$ cat src/rtl/mem_arb_pkg.sv
// Shared definitions for the two-requester memory arbiter.
// Contents: default address/block widths, FSM state encoding and the
// encoding used to remember which requester was served last.
package mem_arb_pkg;

  localparam int ADDR_W_DEF  = 28;
  localparam int BLOCK_W_DEF = 128;

  typedef enum logic [2:0] {
    IDLE   = 3'd0,
    I_REQ  = 3'd1,
    I_WAIT = 3'd2,
    D_REQ  = 3'd3,
    D_WAIT = 3'd4
  } arb_state_e;

  typedef enum logic {
    GRANT_I = 1'b0,
    GRANT_D = 1'b1
  } grant_e;

endpackage

$ cat src/rtl/memory_arbiter_arb_select.sv
// Grant choice between the instruction and data requesters.
// Ports:
//   i_req, d_req  in  raw requests (d_req = d_read | d_write)
//   i_ack, d_ack  in  one-cycle acks; an acked requester is not eligible
//   last_grant    in  requester served by the most recent completion
//   grant_valid   out at least one eligible requester
//   grant         out chosen requester (meaningful when grant_valid)
module arb_select
  import mem_arb_pkg::*;
(
  input  logic   i_req,
  input  logic   d_req,
  input  logic   i_ack,
  input  logic   d_ack,
  input  grant_e last_grant,
  output logic   grant_valid,
  output grant_e grant
);

  logic i_pend_s;
  logic d_pend_s;

  // Eligibility masks and priority: data wins a tie unless it was served last.
  always_comb begin
    i_pend_s    = i_req & ~i_ack;
    d_pend_s    = d_req & ~d_ack;
    grant_valid = i_pend_s | d_pend_s;
    if (i_pend_s && d_pend_s) begin
      grant = (last_grant == GRANT_D) ? GRANT_I : GRANT_D;
    end else if (d_pend_s) begin
      grant = GRANT_D;
    end else begin
      grant = GRANT_I;
    end
  end

endmodule

$ cat src/rtl/memory_arbiter.sv
// Arbitrates an instruction cache and a data cache onto one block-wide
// main-memory port. One transfer at a time; every memory-side output and
// every readdata output is a register.
// Ports:
//   CLK, RESET                         clock, async active-low reset
//   i_read, i_address                  instruction block read request
//   i_readdata, i_busywait             returned block, instruction stall
//   d_read, d_write, d_address,
//   d_writedata                        data read / write-back request
//   d_readdata, d_busywait             returned block, data stall
//   mem_read, mem_write, mem_address,
//   mem_writedata                      shared memory request (registered)
//   mem_readdata, mem_busywait         memory response
module memory_arbiter
  import mem_arb_pkg::*;
#(
  parameter int ADDR_W  = ADDR_W_DEF,
  parameter int BLOCK_W = BLOCK_W_DEF
) (
  input  logic               CLK,
  input  logic               RESET,
  input  logic               i_read,
  input  logic [ADDR_W-1:0]  i_address,
  output logic [BLOCK_W-1:0] i_readdata,
  output logic               i_busywait,
  input  logic               d_read,
  input  logic               d_write,
  input  logic [ADDR_W-1:0]  d_address,
  input  logic [BLOCK_W-1:0] d_writedata,
  output logic [BLOCK_W-1:0] d_readdata,
  output logic               d_busywait,
  output logic               mem_read,
  output logic               mem_write,
  output logic [ADDR_W-1:0]  mem_address,
  output logic [BLOCK_W-1:0] mem_writedata,
  input  logic [BLOCK_W-1:0] mem_readdata,
  input  logic               mem_busywait
);

  arb_state_e         state_r,        state_nxt_s;
  grant_e             last_grant_r,   last_grant_nxt_s;
  logic               i_ack_r,        i_ack_nxt_s;
  logic               d_ack_r,        d_ack_nxt_s;
  logic               mem_read_nxt_s, mem_write_nxt_s;
  logic [ADDR_W-1:0]  mem_address_nxt_s;
  logic [BLOCK_W-1:0] mem_writedata_nxt_s;
  logic [BLOCK_W-1:0] i_readdata_nxt_s, d_readdata_nxt_s;
  logic               d_req_s;
  logic               grant_valid_s;
  grant_e             grant_s;

  assign d_req_s = d_read | d_write;

  // Stall while a request is held and has not yet been acknowledged.
  assign i_busywait = i_read & ~i_ack_r;
  assign d_busywait = d_req_s & ~d_ack_r;

  arb_select u_arb_select (
    .i_req       (i_read),
    .d_req       (d_req_s),
    .i_ack       (i_ack_r),
    .d_ack       (d_ack_r),
    .last_grant  (last_grant_r),
    .grant_valid (grant_valid_s),
    .grant       (grant_s)
  );

  // Next-state and next-register values; everything holds unless changed.
  always_comb begin
    state_nxt_s         = state_r;
    last_grant_nxt_s    = last_grant_r;
    i_ack_nxt_s         = 1'b0;
    d_ack_nxt_s         = 1'b0;
    mem_read_nxt_s      = mem_read;
    mem_write_nxt_s     = mem_write;
    mem_address_nxt_s   = mem_address;
    mem_writedata_nxt_s = mem_writedata;
    i_readdata_nxt_s    = i_readdata;
    d_readdata_nxt_s    = d_readdata;
    case (state_r)
      IDLE: begin
        if (grant_valid_s && (grant_s == GRANT_D)) begin
          state_nxt_s         = D_REQ;
          mem_address_nxt_s   = d_address;
          mem_writedata_nxt_s = d_writedata;
          // read+write together is a write-back
          mem_write_nxt_s     = d_write;
          mem_read_nxt_s      = ~d_write;
        end else if (grant_valid_s) begin
          state_nxt_s       = I_REQ;
          mem_address_nxt_s = i_address;
          mem_write_nxt_s   = 1'b0;
          mem_read_nxt_s    = 1'b1;
        end else begin
          state_nxt_s = IDLE;
        end
      end
      // Memory raises busywait on the cycle it first sees the strobe; skip it.
      I_REQ: state_nxt_s = I_WAIT;
      D_REQ: state_nxt_s = D_WAIT;
      I_WAIT: begin
        if (!mem_busywait) begin
          state_nxt_s      = IDLE;
          mem_read_nxt_s   = 1'b0;
          mem_write_nxt_s  = 1'b0;
          i_readdata_nxt_s = mem_readdata;
          i_ack_nxt_s      = 1'b1;
          last_grant_nxt_s = GRANT_I;
        end else begin
          state_nxt_s = I_WAIT;
        end
      end
      D_WAIT: begin
        if (!mem_busywait) begin
          state_nxt_s      = IDLE;
          mem_read_nxt_s   = 1'b0;
          mem_write_nxt_s  = 1'b0;
          d_ack_nxt_s      = 1'b1;
          last_grant_nxt_s = GRANT_D;
          // write-back completions leave d_readdata untouched
          if (mem_read) begin
            d_readdata_nxt_s = mem_readdata;
          end else begin
            d_readdata_nxt_s = d_readdata;
          end
        end else begin
          state_nxt_s = D_WAIT;
        end
      end
      default: begin
        state_nxt_s     = IDLE;
        mem_read_nxt_s  = 1'b0;
        mem_write_nxt_s = 1'b0;
      end
    endcase
  end

  // State and output registers; reset aborts any transfer in flight.
  always_ff @(posedge CLK or negedge RESET) begin
    if (!RESET) begin
      state_r       <= IDLE;
      last_grant_r  <= GRANT_I;
      i_ack_r       <= 1'b0;
      d_ack_r       <= 1'b0;
      mem_read      <= 1'b0;
      mem_write     <= 1'b0;
      mem_address   <= {ADDR_W{1'b0}};
      mem_writedata <= {BLOCK_W{1'b0}};
      i_readdata    <= {BLOCK_W{1'b0}};
      d_readdata    <= {BLOCK_W{1'b0}};
    end else begin
      state_r       <= state_nxt_s;
      last_grant_r  <= last_grant_nxt_s;
      i_ack_r       <= i_ack_nxt_s;
      d_ack_r       <= d_ack_nxt_s;
      mem_read      <= mem_read_nxt_s;
      mem_write     <= mem_write_nxt_s;
      mem_address   <= mem_address_nxt_s;
      mem_writedata <= mem_writedata_nxt_s;
      i_readdata    <= i_readdata_nxt_s;
      d_readdata    <= d_readdata_nxt_s;
    end
  end

endmodule

$ cat config.mk
export PLATFORM = sky130hd
export DESIGN_NAME = memory_arbiter
export DESIGN_NICKNAME = d
export VERILOG_FILES = /design/src/rtl/mem_arb_pkg.sv /design/src/rtl/memory_arbiter_arb_select.sv /design/src/rtl/memory_arbiter.sv
export SDC_FILE = /design/constraint.sdc
export NUM_CORES = 1
export LEC_CHECK = 0
export BUFFER_PORTS_ARGS = -buffer_cell sky130_fd_sc_hd__clkbuf_2
export CAP_MARGIN = 20
export CORE_AREA = 2 2 282 284
export DETAILED_ROUTE_END_ITERATION = 12
export DIE_AREA = 0 0 284 286
export HOLD_SLACK_MARGIN = 0.02
export SYNTH_ARGS = -nofsm -noshare
export SYNTH_HDL_FRONTEND = slang
export SYNTH_SLANG_ARGS = --single-unit
$ cat constraint.sdc
create_clock -name CLK -period 2.59 [get_ports CLK]
set_clock_uncertainty 0.15 [all_clocks]
set_input_delay 0.6475 -clock CLK [delete_from_list [all_inputs] [get_ports CLK]]
set_output_delay 0.6475 -clock CLK [all_outputs]
set_load 0.05 [all_outputs]
# Word-level counts from Yosys, hierarchy flattened
# Index checks and enable logic that the tools add are counted.
dict set report classes {
  n_bitwise 9
  div 0
  add_sub_neg 0
  n_reduce_logical 13
  magnitude_cmp 0
  n_eq_ne 8
  n_shift 0
  n_mux 22
  n_mul 0
}
# operator n
set ops {}
lappend ops {{two-way mux 28 bit} 2}
lappend ops {{case mux 3 bit (5 select lines)} 1}
lappend ops {{two-way mux 1 bit} 13}
lappend ops {{AND reduction 3 bit} 3}
lappend ops {{equality test 3 x 2 -> 1 bit, second input constant} 2}
lappend ops {{inequality test 2 bit, second input constant} 3}
lappend ops {{case mux 1 bit (3 select lines)} 2}
lappend ops {{AND reduction 2 bit} 3}
lappend ops {{NOT 1 bit} 5}
lappend ops {{two-way mux 2 bit} 2}
lappend ops {{nonzero test 2 bit} 2}
lappend ops {{OR reduction 2 bit} 2}
lappend ops {{equality test 3 x 1 -> 1 bit, second input constant} 1}
lappend ops {{equality test 3 bit, second input constant} 1}
lappend ops {{logical NOT 3 bit} 1}
lappend ops {{two-way mux 3 bit} 1}
lappend ops {{inequality test 3 bit, second input constant} 1}
lappend ops {{bitwise AND 1 bit} 2}
lappend ops {{logical AND 1 bit} 2}
lappend ops {{bitwise OR 1 bit} 2}
lappend ops {{case mux 1 bit (2 select lines)} 1}
dict set report totals {
  elab_cells 62
  rom_bits 0
  in_bits 318
  output_inout_bits 416
  ramBits 0
  n_memories 0
  latch_bits 0
  reg_bits 420
}

# Depth between registers and ports, before layout
# Gate-level depths: netlist (run 1).
dict set report logic_depth {
  ltp_word 7
  ltp_mapped 7
  mapped_depth_nobuf 4
}

# Modules after synthesis
# A second synthesis (run 1) with hierarchy kept.
dict set report hier_totals {
  cells_unflattened 971
  area_unflattened_um2 15944.0
}
# module instances cells_per_inst seq_area_each_um2 area_per_inst_um2
set by_module_without_submodules {}
lappend by_module_without_submodules {memory_arbiter 1 966 10510.1 15905.3}
lappend by_module_without_submodules {arb_select 1 5 0.0 38.8}

# Worst setup path before layout (run 1)
# OpenSTA, ideal clock, no wires.
dict set report synth_timing {
  path_kind {input-to-reg}
  from {input port i_read}
  to {register mem_writedata[107]}
  setup_slack_ns -0.195
  n_path_buf 2
  cell_stages 6
  t_required_ns 2.315
  arrival_ns 2.511
  setup_ns 0.125
  cell_sequence {nor2b_1 a21boi_2 nand2_1 buf_2 buf_2 mux2_2}
}
dict set report synth_between {
  elab_chain_cells 5
  elab_cells_between_ends 6
  cone_classes {mux (1); bitwise (2); reduce/logical (3)}
}
# item line
set synth_lines {}
lappend synth_lines {{start, declared} memory_arbiter.sv:22} ;# input logic i_read,
lappend synth_lines {{bitwise AND 1 bit (*)} memory_arbiter_arb_select.sv:25} ;# i_pend_s = i_req & ~i_ack;
lappend synth_lines {{logical AND 1 bit} memory_arbiter_arb_select.sv:28} ;# if (i_pend_s && d_pend_s) begin
lappend synth_lines {{two-way mux 1 bit} memory_arbiter_arb_select.sv:28}
lappend synth_lines {{logical AND 1 bit (*)} memory_arbiter.sv:82} ;# if (grant_valid_s && (grant_s == GRANT_D)) begin
lappend synth_lines {{AND reduction 2 bit (no source line) (*)} -}
lappend synth_lines {{end signal, assigned} memory_arbiter.sv:148} ;# mem_writedata <= {BLOCK_W{1'b0}};
lappend synth_lines {{end signal, assigned} memory_arbiter.sv:159} ;# mem_writedata <= mem_writedata_nxt_s;
lappend synth_lines {{end, declared} memory_arbiter.sv:35} ;# output logic [BLOCK_W-1:0] mem_writedata,
# Mark *: on every way between the ends. The rest lies on a longest branch, timed or not.
# A chain may end at the register's enable or synchronous reset.

# Final worst setup path (run 1)
dict set report layout_timing {
  from {register d_ack_r}
  to {output port d_busywait}
}
dict set report layout_between {
  elab_chain_cells 2
}
# item line
set layout_lines {}
lappend layout_lines {{start, declared} memory_arbiter.sv:43} ;# logic d_ack_r, d_ack_nxt_s;
lappend layout_lines {{start signal, assigned} memory_arbiter.sv:155} ;# d_ack_r <= d_ack_nxt_s;
lappend layout_lines {{NOT 1 bit} memory_arbiter.sv:56} ;# assign d_busywait = d_req_s & ~d_ack_r;
lappend layout_lines {{bitwise AND 1 bit} memory_arbiter.sv:56}
lappend layout_lines {{end, declared} memory_arbiter.sv:31} ;# output logic d_busywait,
# No other way between the ends.

==> results.sh, run 1 <==
export IMPL_outcome="finished, final reports clean"
export IMPL_pin_count=734
export IMPL_htreeDepth=2
export IMPL_clock_sinks=420
export IMPL_grt_busiest_layer="met2"
export IMPL_hold_viol=0
export IMPL_routed_via_density=3.91
export IMPL_synth_async_reset_ratio=1.00
export IMPL_clk_path_buf_depth=3
export IMPL_max_freq_ghz=0.438
export IMPL_crit_type="register to primary output"
export IMPL_synthFlopType="dfrtp_1"
export IMPL_met1_usage=0.130
export IMPL_worstSetupEndpointType="primary output"
export IMPL_clock_latency_ps=550
export IMPL_drc=0
export IMPL_core_area_mm2=0.0784
export IMPL_vias=11012
export IMPL_ant_nets=0
export IMPL_synth_top_area_share=0.660
export IMPL_initial_core_util=0.203
export IMPL_use_met3=0.0397
export IMPL_first_pass_iters=5
export IMPL_io_buffers=733
export IMPL_max_cap_violations=0
export IMPL_post_cts_resized=0
export IMPL_drive_gt1_frac=0.644
export IMPL_cts_made_buffers=47
export IMPL_fin_nets=2053
export IMPL_grt_usage=0.113
export IMPL_setup_worst_path_start_class="register"
export IMPL_grt_pass1_vias=11891
export IMPL_dieArea_mm2=0.0812
export IMPL_num_rows=103
export IMPL_min_path_type="input pin to register"
export IMPL_setup_viol=0
export IMPL_areaGrowthSynthToFinish_pct=41.5
export IMPL_rsz0062_at_grt="no"
export IMPL_final_common_cell="clkbuf_2"
export IMPL_worstPathMaxFanout=3
export IMPL_gp_congestion=0.929
export IMPL_mostFrequentLayoutCells="clkbuf_2 (732), dfrtp_1 (420), mux2_2 (288)"
export IMPL_antenna_found_initial=6
export IMPL_die_h_um=286
export IMPL_period_needed_ps=2280
export IMPL_wl_mm=48.2
export IMPL_setup_tns_ps=0
export IMPL_grt_max_degree=81
export IMPL_relSlewSlack=0.482
export IMPL_synth_seq_cells=420
export IMPL_grt_overflow=0
export IMPL_synth_distinct_cells=28
export IMPL_tightest_slew_ps=777
export IMPL_seq_area_frac_synth=0.660
export IMPL_grt_pass1_wl_mm=72.1
export IMPL_clk_pin_slew_ps=60
export IMPL_ys_top_cells_by_area="dfrtp_1 (66%), mux2_2 (20%), mux2_1 (6.8%)"
export IMPL_synth_area_mm2=0.0159
export IMPL_synth_top_area_cell="dfrtp_1"
export IMPL_post_route_period_util=0.881
export IMPL_timing_final_max_slew_violations=0
export IMPL_ys_warn_count=0
export IMPL_wl_per_cell_um=17.1
export IMPL_synth_edf_count=0
export IMPL_cts_post_setup_buffers_inserted=0
export IMPL_cp_data_required_time_ps=1790
export IMPL_die_x_um=284
export IMPL_cts_hold_buf=1
export IMPL_grtUsageMet2=0.195
export IMPL_syn_inst=966
export IMPL_drtIter0Drc=271
export IMPL_syn_mean_instance_area_um2=16.5
export IMPL_cts_root_buf="clkbuf_16"
export IMPL_cts_tree="yes"
export IMPL_place_hpwl_mm=37.5
export IMPL_synth_nets=1284
export IMPL_cp_arrival_ps=1480
## synthesized netlist by cell type, drive strengths merged, types with 2 or more instances
cell type	number
a21oi	30
buf	47
clkbuf	5
dfrtp	420
mux2	384
mux2i	28
nand2	5
nand2b	2
nor2	29
o21ai	2
## critical path, cell delays in order (launching register included)
cell and delay [ps]:
dfrtp_1 360, o21ba_2 250, clkbuf_2 320
## metal layers
metal	up-vias	part of all wire
met1	5538	0.38
met4	6	0.030
met2	408	0.51
met3	105	0.082
met5	-	0.00083
li1	4955	-
## flip-flops by register name, summed over array words and instances (netlist names)
signal         count
i_readdata       128
mem_read           1
mem_writedata    128
d_readdata       128
mem_write          1
state_r            3
last_grant_r       1
i_ack_r            1
d_ack_r            1
mem_address       28
## area by class of cell
| cell class | instances | area, um2 |
|---|---|---|
| clock buffers | 67 | 1360 |
| repair buffers | 772 | 4160 |
| well taps | 1050 | 1310 |
| clock inverters | 13 | 126 |
| inverters | 1 | 8.76 |
| flip-flops and latches | 420 | 10500 |
| multi-input cells | 493 | 5040 |
| fillers | 8083 | 55800 |
| diodes | 1 | 2.50 |
## final timing paths
kind                                   from                 end  slack [ps]  cells past startpoint
min                        d_writedata[116]  mem_writedata[116]         150                      2
min in group asynchronous             RESET  mem_writedata[120]         430                      2
min reg2reg                  i_readdata[74]      i_readdata[74]         340                      1
max in group asynchronous             RESET      i_readdata[20]        1050                      4
max reg2reg                      state_r[0]      i_readdata[90]         420                      4
max                                 d_ack_r          d_busywait         310                      2
## logic make-up after synthesis
logic type,count (synthesis),share of synthesized area
flip-flops,420,0.660
multiplexers,412,0.289
buffers and inverters,53,0.0249
AND/OR/NAND/NOR,42,0.0116
AO/OA/AOI/OAI,39,0.0140
## stage by stage
stage | hold slack [ps] | setup WS (ps) | cells | util | area [um2]
floorplan | 202 | 132 | 966 | - | 15900
detailed placement | 331 | 169 | 2735 | 0.268 | 21000
finish | 153 | 309 | 2817 | 0.287 | 22500
global placement | 323 | 225 | 2735 | 0.268 | 21000
global route | 116 | 200 | 2817 | 0.287 | 22500
CTS | 108 | 239 | 2816 | 0.287 | 22500
Power of run 1 is left out: the tool's default activity adds up to more than one toggle a clock period on the data nets, which glitch-free logic cannot reach.
==> inputs of run 2 (changes only) <==
--- a/config.mk
+++ b/config.mk
@@ -7,9 +7,10 @@
 export LEC_CHECK = 0
 export BUFFER_PORTS_ARGS = -buffer_cell sky130_fd_sc_hd__clkbuf_2
 export CAP_MARGIN = 20
-export CORE_AREA = 2 2 282 284
+export CORE_AREA = 2 2 287 289
+export CTS_BUF_LIST = sky130_fd_sc_hd__clkbuf_2
 export DETAILED_ROUTE_END_ITERATION = 12
-export DIE_AREA = 0 0 284 286
+export DIE_AREA = 0 0 289 291
 export HOLD_SLACK_MARGIN = 0.02
 export SYNTH_ARGS = -nofsm -noshare
 export SYNTH_HDL_FRONTEND = slang
==> run 2 against run 1 <==
Effect of this change: the flow now finishes with violations (negative setup slack); core utilization rose by 11 points; count of clock-buffer cells in the layout rose by 87; via count rose by 32%; flip-flop and latch count did not move; first-iteration DRC count rose by 40%; non-clock buffer count rose by 627; worst setup slack got worse by 370 ps; hold slack improved by 75 ps; critical path type unchanged; largest cell class is now non-clock buffers.
==> results.sh, run 2 (synthesis gave the netlist of run 1 again) <==
export IMPL_antenna_found_initial=11
export IMPL_cts_tree="yes"
export IMPL_clk_path_buf_depth=3
export IMPL_first_pass_iters=4
export IMPL_setup_tns_ps=-89.8
export IMPL_cp_data_required_time_ps=1790
export IMPL_regArea_mm2=0.0105
export IMPL_place_hpwl_mm=37.1
export IMPL_multi_input_comb_area_mm2=0.00505
export IMPL_timing_final_max_slew_violations=0
export IMPL_mostFrequentLayoutCells="dlygate4sd3_1 (502), clkbuf_2 (470), dfrtp_1 (413)"
export IMPL_post_route_period_util=1.02
export IMPL_clock_sinks=420
export IMPL_cts_made_buffers=108
export IMPL_max_cap_violations=0
export IMPL_failed_checks="negative setup slack"
export IMPL_n_fill_cell=7127
export IMPL_drtIter0Drc=380
export IMPL_cts_root_buf="clkbuf_2"
export IMPL_crit_type="register to primary output"
export IMPL_met1_usage=0.144
export IMPL_htreeDepth=3
export IMPL_max_freq_ghz=0.377
export IMPL_clk_pin_slew_ps=100
export IMPL_vias=14500
export IMPL_areaGrowthSynthToFinish_pct=102
export IMPL_max_vdd_ir_drop_mv=0.864
export IMPL_largestRegisters="d_readdata (128), i_readdata (128), mem_writedata (128)"
export IMPL_drc=0
export IMPL_wl_per_cell_um=18.7
export IMPL_rsz0062_at_grt="yes"
export IMPL_cp_slowest_cell="dfrtp_1"
export IMPL_io_buffers=733
export IMPL_tightest_slew_ps=842
export IMPL_grt_usage=0.148
export IMPL_dieArea_mm2=0.0841
export IMPL_gp_congestion=0.880
export IMPL_fin_nets=2741
export IMPL_grt_pass1_vias=16777
export IMPL_layout_setup_ws_ps=-61.7
export IMPL_hold_viol=0
export IMPL_relSlewSlack=0.439
export IMPL_rrSetupSlack_ps=90
export IMPL_power_density_mw_per_mm2=1450
export IMPL_grt_busiest_layer="met2"
export IMPL_num_rows=105
export IMPL_grtUsageMet2=0.268
export IMPL_die_x_um=289
export IMPL_cpPeakStageDelay_ps=380
export IMPL_grt_pass1_wl_mm=96.0
export IMPL_setup_viol=2
export IMPL_routed_via_density=4.06
export IMPL_grt_overflow=0
export IMPL_core_area_mm2=0.0812
export IMPL_initial_core_util=0.196
export IMPL_worstPathMaxFanout=2
export IMPL_drive_gt1_frac=0.546
export IMPL_hold_worst_slack_ps=228
export IMPL_ant_nets=0
export IMPL_cp_arrival_ps=1850
export IMPL_outcome="finished, violations left"
export IMPL_cp_cell_sequence="o21ba_4 > clkbuf_16"
export IMPL_setup_worst_path_start_class="register"
export IMPL_clock_latency_ps=1080
export IMPL_period_needed_ps=2650
export IMPL_pin_count=734
export IMPL_use_met3=0.0464
export IMPL_die_h_um=291
export IMPL_p_leak_nw=15.4
export IMPL_worstSetupEndpointType="primary output"
export IMPL_pre_cts_ws_ps=127
export IMPL_grt_max_degree=93
export IMPL_min_path_type="input pin to register"
export IMPL_wl_mm=66.7
export IMPL_final_common_cell="dlygate4sd3_1"
==> run 2: cell count changes in the layout (fill, tap and decap cells not counted), moves of 8 or more <==
cell           previous run  this run
clkbuf_1                  9         0
diode_2                   1         9
dlygate4sd3_1             1       502
clkbuf_2                732       470
clkinv_1                  0        20
clkbuf_16                47         3
buf_8                     1       375
clkbuf_8                 11        40
buf_4                    23       149
==> run 2: power breakdown <==
group          switching [mW]  total, mW  internal [mW]  leakage [nW]
Sequential               3.13       12.8           9.71          5.11
Combinational            16.1       29.2           13.1          9.54
Clock                    2.94       4.65           1.70         0.711
Total                    22.2       46.7           24.5          15.4
==> run 2: worst paths after layout <==
kind / startpoint / cells past startpoint / end
max: d_ack_r / 2 / d_busywait
max reg2reg: d_ack_r / 7 / mem_address[2]
min: mem_readdata[68] / 3 / d_readdata[68]
max in group asynchronous: RESET / 4 / state_r[2]
min in group asynchronous: RESET / 4 / i_readdata[56]
min reg2reg: state_r[0] / 1 / d_ack_r
==> run 2: per-layer routing <==
metal  wire [um]  share of wire  vias to the layer above
met5          41        0.00062                        -
met4        4300          0.064                        6
met3        4600          0.069                      300
met2       34900           0.52                      655
met1       22800           0.34                     7163
li1            -              -                     6376
==> run 2: what timing repair did <==
item / in CTS / in global routing
pin swaps: 0 / 0
resized for setup: 841 / 379
hold buffers: 503 / 0
endpoints found under the hold margin: 839 / 0
buffers inserted: 46 / 72
endpoints found under the setup margin: 416 / 404
==> run 2: worst max-delay path, delay by kind of cell, from the launching register on <==
kind | cells | cell delay (ps)
AOI/OAI and AO/OA | 1 | 230
buffers and inverters | 1 | 160
DFF | 1 | 380
==> run 2: layout make-up <==
type                            count  area share
Sequential cell                   420       0.327
Inverter                            1    0.000273
Multi-Input combinational cell    493       0.157
Clock inverter                     28     0.00475
Antenna cell                        9    0.000701
Clock buffer                      154      0.0240
Timing Repair Buffer             1399       0.444
Tap cell                         1070      0.0417
==> run 2: per-stage QoR <==
stage	power, mW	std cells	area, um2	util
floorplan	26.8	966	15900	-
finish	46.7	3574	32100	0.396
detailed placement	32.4	2762	21100	0.260
CTS	43.4	3493	31100	0.383
global route	48.5	3574	32100	0.396
global placement	32.0	2762	21100	0.260
(Power assumes the default switching activity.)
==> inputs of run 3 (changes only) <==
--- a/config.mk
+++ b/config.mk
@@ -14,4 +14,5 @@
 export HOLD_SLACK_MARGIN = 0.02
 export SYNTH_ARGS = -nofsm -noshare
 export SYNTH_HDL_FRONTEND = slang
+export SYNTH_HIERARCHICAL = 1
 export SYNTH_SLANG_ARGS = --single-unit
==> run 3 against run 2 <==
Effect of this change: total power down 2.5%; combinational power shrank 4%; final area up 0.78%; the run still ends with negative setup slack left; first-iteration DRC count is 21% higher; count of clock-buffer cells in the layout rose by 17; core utilization is 0.31 points higher; sequential share of layout area down 0.25 points; flip-flop and latch count unchanged; hold slack better by 2.2 ps; area after synthesis rose by 0.16%; fmax fell by 5.0%; via count rose by 1.2%; highest routed layer is now met4.
==> results.sh, run 3 <==
export IMPL_die_h_um=291
export IMPL_outcome="finished, violations left"
export IMPL_synth_most_common_cell="dfrtp_1"
export IMPL_synth_compound_gate_area_share=0.0137
export IMPL_final_area_mm2=0.0324
export IMPL_ys_top_cells_by_area="dfrtp_1 (66%), mux2_1 (27%), mux2i_1 (1.8%)"
export IMPL_clk_pin_slew_ps=110
export IMPL_cp_slowest_cell="dlygate4sd3_1"
export IMPL_synth_top_family_by_area="multiplexers"
export IMPL_max_freq_ghz=0.358
export IMPL_synth_seq_cells=420
export IMPL_drtIter0Drc=460
export IMPL_yosys_mux_area_fraction=0.289
export IMPL_r2r_start="i_ack_r"
export IMPL_period_needed_ps=2790
export IMPL_wl_per_cell_um=19.2
export IMPL_r2r_end="mem_address[24]"
export IMPL_endpoint="d_busywait"
export IMPL_setup_tns_ps=-277
export IMPL_min_path_type="input pin to register"
export IMPL_initial_core_util=0.196
export IMPL_clk_path_buf_depth=3
export IMPL_setup_worst_path_start_class="input pin"
export IMPL_grt_pass1_vias=16782
export IMPL_largestRegisters="d_readdata (128), i_readdata (128), mem_writedata (128)"
export IMPL_grtUsageMet2=0.278
export IMPL_cp_data_required_time_ps=1790
export IMPL_dieArea_mm2=0.0841
export IMPL_grt_pass1_wl_mm=97.3
export IMPL_fin_util=0.399
export IMPL_num_rows=105
export IMPL_seq_area_frac_synth=0.659
export IMPL_post_route_period_util=1.08
export IMPL_synth_top_area_share=0.659
export IMPL_cp_cell_sequence="clkbuf_2 > dlygate4sd3_1 > or2_2 > nor2b_2 > buf_8"
export IMPL_crit_start="d_write"
export IMPL_timing_final_max_slew_violations=0
export IMPL_reg2reg_depth=7
export IMPL_grt_usage=0.150
export IMPL_grt_overflow=0
export IMPL_place_hpwl_mm=38.7
export IMPL_pin_count=734
export IMPL_placed_cell_area_mm2=0.0212
export IMPL_cts_root_buf="clkbuf_2"
export IMPL_areaGrowthSynthToFinish_pct=103
export IMPL_p_leak_nw=15.5
export IMPL_synth_adder_area_share=0
export IMPL_layout_setup_ws_ps=-202
export IMPL_power_density_mw_per_mm2=1410
export IMPL_ant_nets=0
export IMPL_clock_sinks=420
export IMPL_wl_mm=69.4
export IMPL_synth_area_mm2=0.0159
export IMPL_htreeDepth=3
export IMPL_hold_viol=0
export IMPL_fin_nets=2762
export IMPL_fin_cells=3606
export IMPL_gp_congestion=0.845
export IMPL_cts_made_buffers=112
export IMPL_relSlewSlack=0.511
export IMPL_synth_top_area_cell="dfrtp_1"
export IMPL_first_pass_iters=4
export IMPL_synthFlopType="dfrtp_1"
export IMPL_ys_warn_count=6
export IMPL_synth_nets=1289
export IMPL_antenna_found_initial=5
export IMPL_rrSetupSlack_ps=30
export IMPL_dp_cells=2780
export IMPL_vias=14671
export IMPL_setup_viol=2
export IMPL_max_vdd_ir_drop_mv=0.848
export IMPL_met1_usage=0.148
export IMPL_max_cap_violations=0
export IMPL_routed_via_density=4.07
export IMPL_drc=0
export IMPL_synth_distinct_cells=30
export IMPL_cpPeakStageDelay_ps=590
export IMPL_use_met3=0.0490
export IMPL_grt_busiest_layer="met2"
export IMPL_yosys_area_share_simple=0.0141
export IMPL_worstSetupEndpointType="primary output"
export IMPL_synth_edf_count=0
export IMPL_tightest_slew_ps=733
export IMPL_cp_arrival_ps=1990
export IMPL_synth_common_cells="dfrtp_1 (420), mux2_1 (385), a21oi_1 (29), nor2_1 (29), mux2i_1 (28)"
export IMPL_rsz0062_at_grt="yes"
export IMPL_cts_tree="yes"
export IMPL_failed_checks="negative setup slack"
export IMPL_io_buffers=733
export IMPL_mostFrequentLayoutCells="dlygate4sd3_1 (517), clkbuf_2 (487), dfrtp_1 (413)"
export IMPL_syn_mean_instance_area_um2=16.4
export IMPL_synth_async_reset_ratio=1.00
export IMPL_grt_max_degree=58
export IMPL_drive_gt1_frac=0.433
export IMPL_synthXorXnorAreaFrac=0
export IMPL_core_area_mm2=0.0812
export IMPL_syn_inst=971
export IMPL_clock_latency_ps=1090
export IMPL_die_x_um=289
export IMPL_final_common_cell="dlygate4sd3_1"
export IMPL_crit_type="input pin to primary output"
export IMPL_worstPathMaxFanout=2
-- run 3: cell families after synthesis --
logic type	Yosys count
flops	420
buf+inv	57
simple gates	43
compound gates	38
mux	413
-- run 3: worst min path at each step --
stage	startpoint	cells past startpoint	slack [ps]	endpoint
floorplan	RESET	0	200	d_ack_r
global route	d_writedata[101]	3	20	mem_writedata[101]
detailed placement	i_readdata[73]	1	320	i_readdata[73]
global placement	mem_writedata[41]	1	320	mem_writedata[41]
finish	d_writedata[101]	3	230	mem_writedata[101]
CTS	d_writedata[110]	3	20	mem_writedata[110]
-- run 3: through the flow --
| step | total power, mW | hold WS, ps | setup WS, ps |
|---|---|---|---|
| finish | 45.5 | 230 | -202 |
| global route | 47.3 | 17.1 | -307 |
| CTS | 42.2 | 20.3 | -268 |
| detailed placement | 31.3 | 325 | 63.5 |
| global placement | 30.8 | 317 | 98.9 |
| floorplan | 25.6 | 202 | 274 |
-- run 3: what timing repair did --
action	in CTS	in global routing
hold buffers	518	0
resized for setup	835	408
setup buffers	34	68
hold endpoints to repair	839	0
endpoints found under the setup margin	416	402
-- run 3: per-layer routing --
layer	vias to the layer above	part of all wire
met1	7276	0.34
met5	-	0
met2	741	0.52
met4	0	0.054
met3	209	0.081
li1	6445	-
-- run 3: final cells by class --
cell class | count | area (um2)
Antenna cell | 8 | 20.0
Clock buffer | 171 | 856
Clock inverter | 27 | 134
Fill cell | 7139 | 48800
Inverter | 5 | 18.8
Multi-Input combinational cell | 494 | 5090
Sequential cell | 420 | 10500
Tap cell | 1070 | 1340
Timing Repair Buffer | 1411 | 14400
-- run 3: critical path: cells and delay by family --
family | cells | cell delay, ps
buffers and inverters | 3 | 830
and+or+nand+nor | 2 | 520
-- run 3: power by group --
group	switching, mW	internal, mW
sequential	3.13	9.62
clock	3.03	1.78
combinational	15.8	12.2
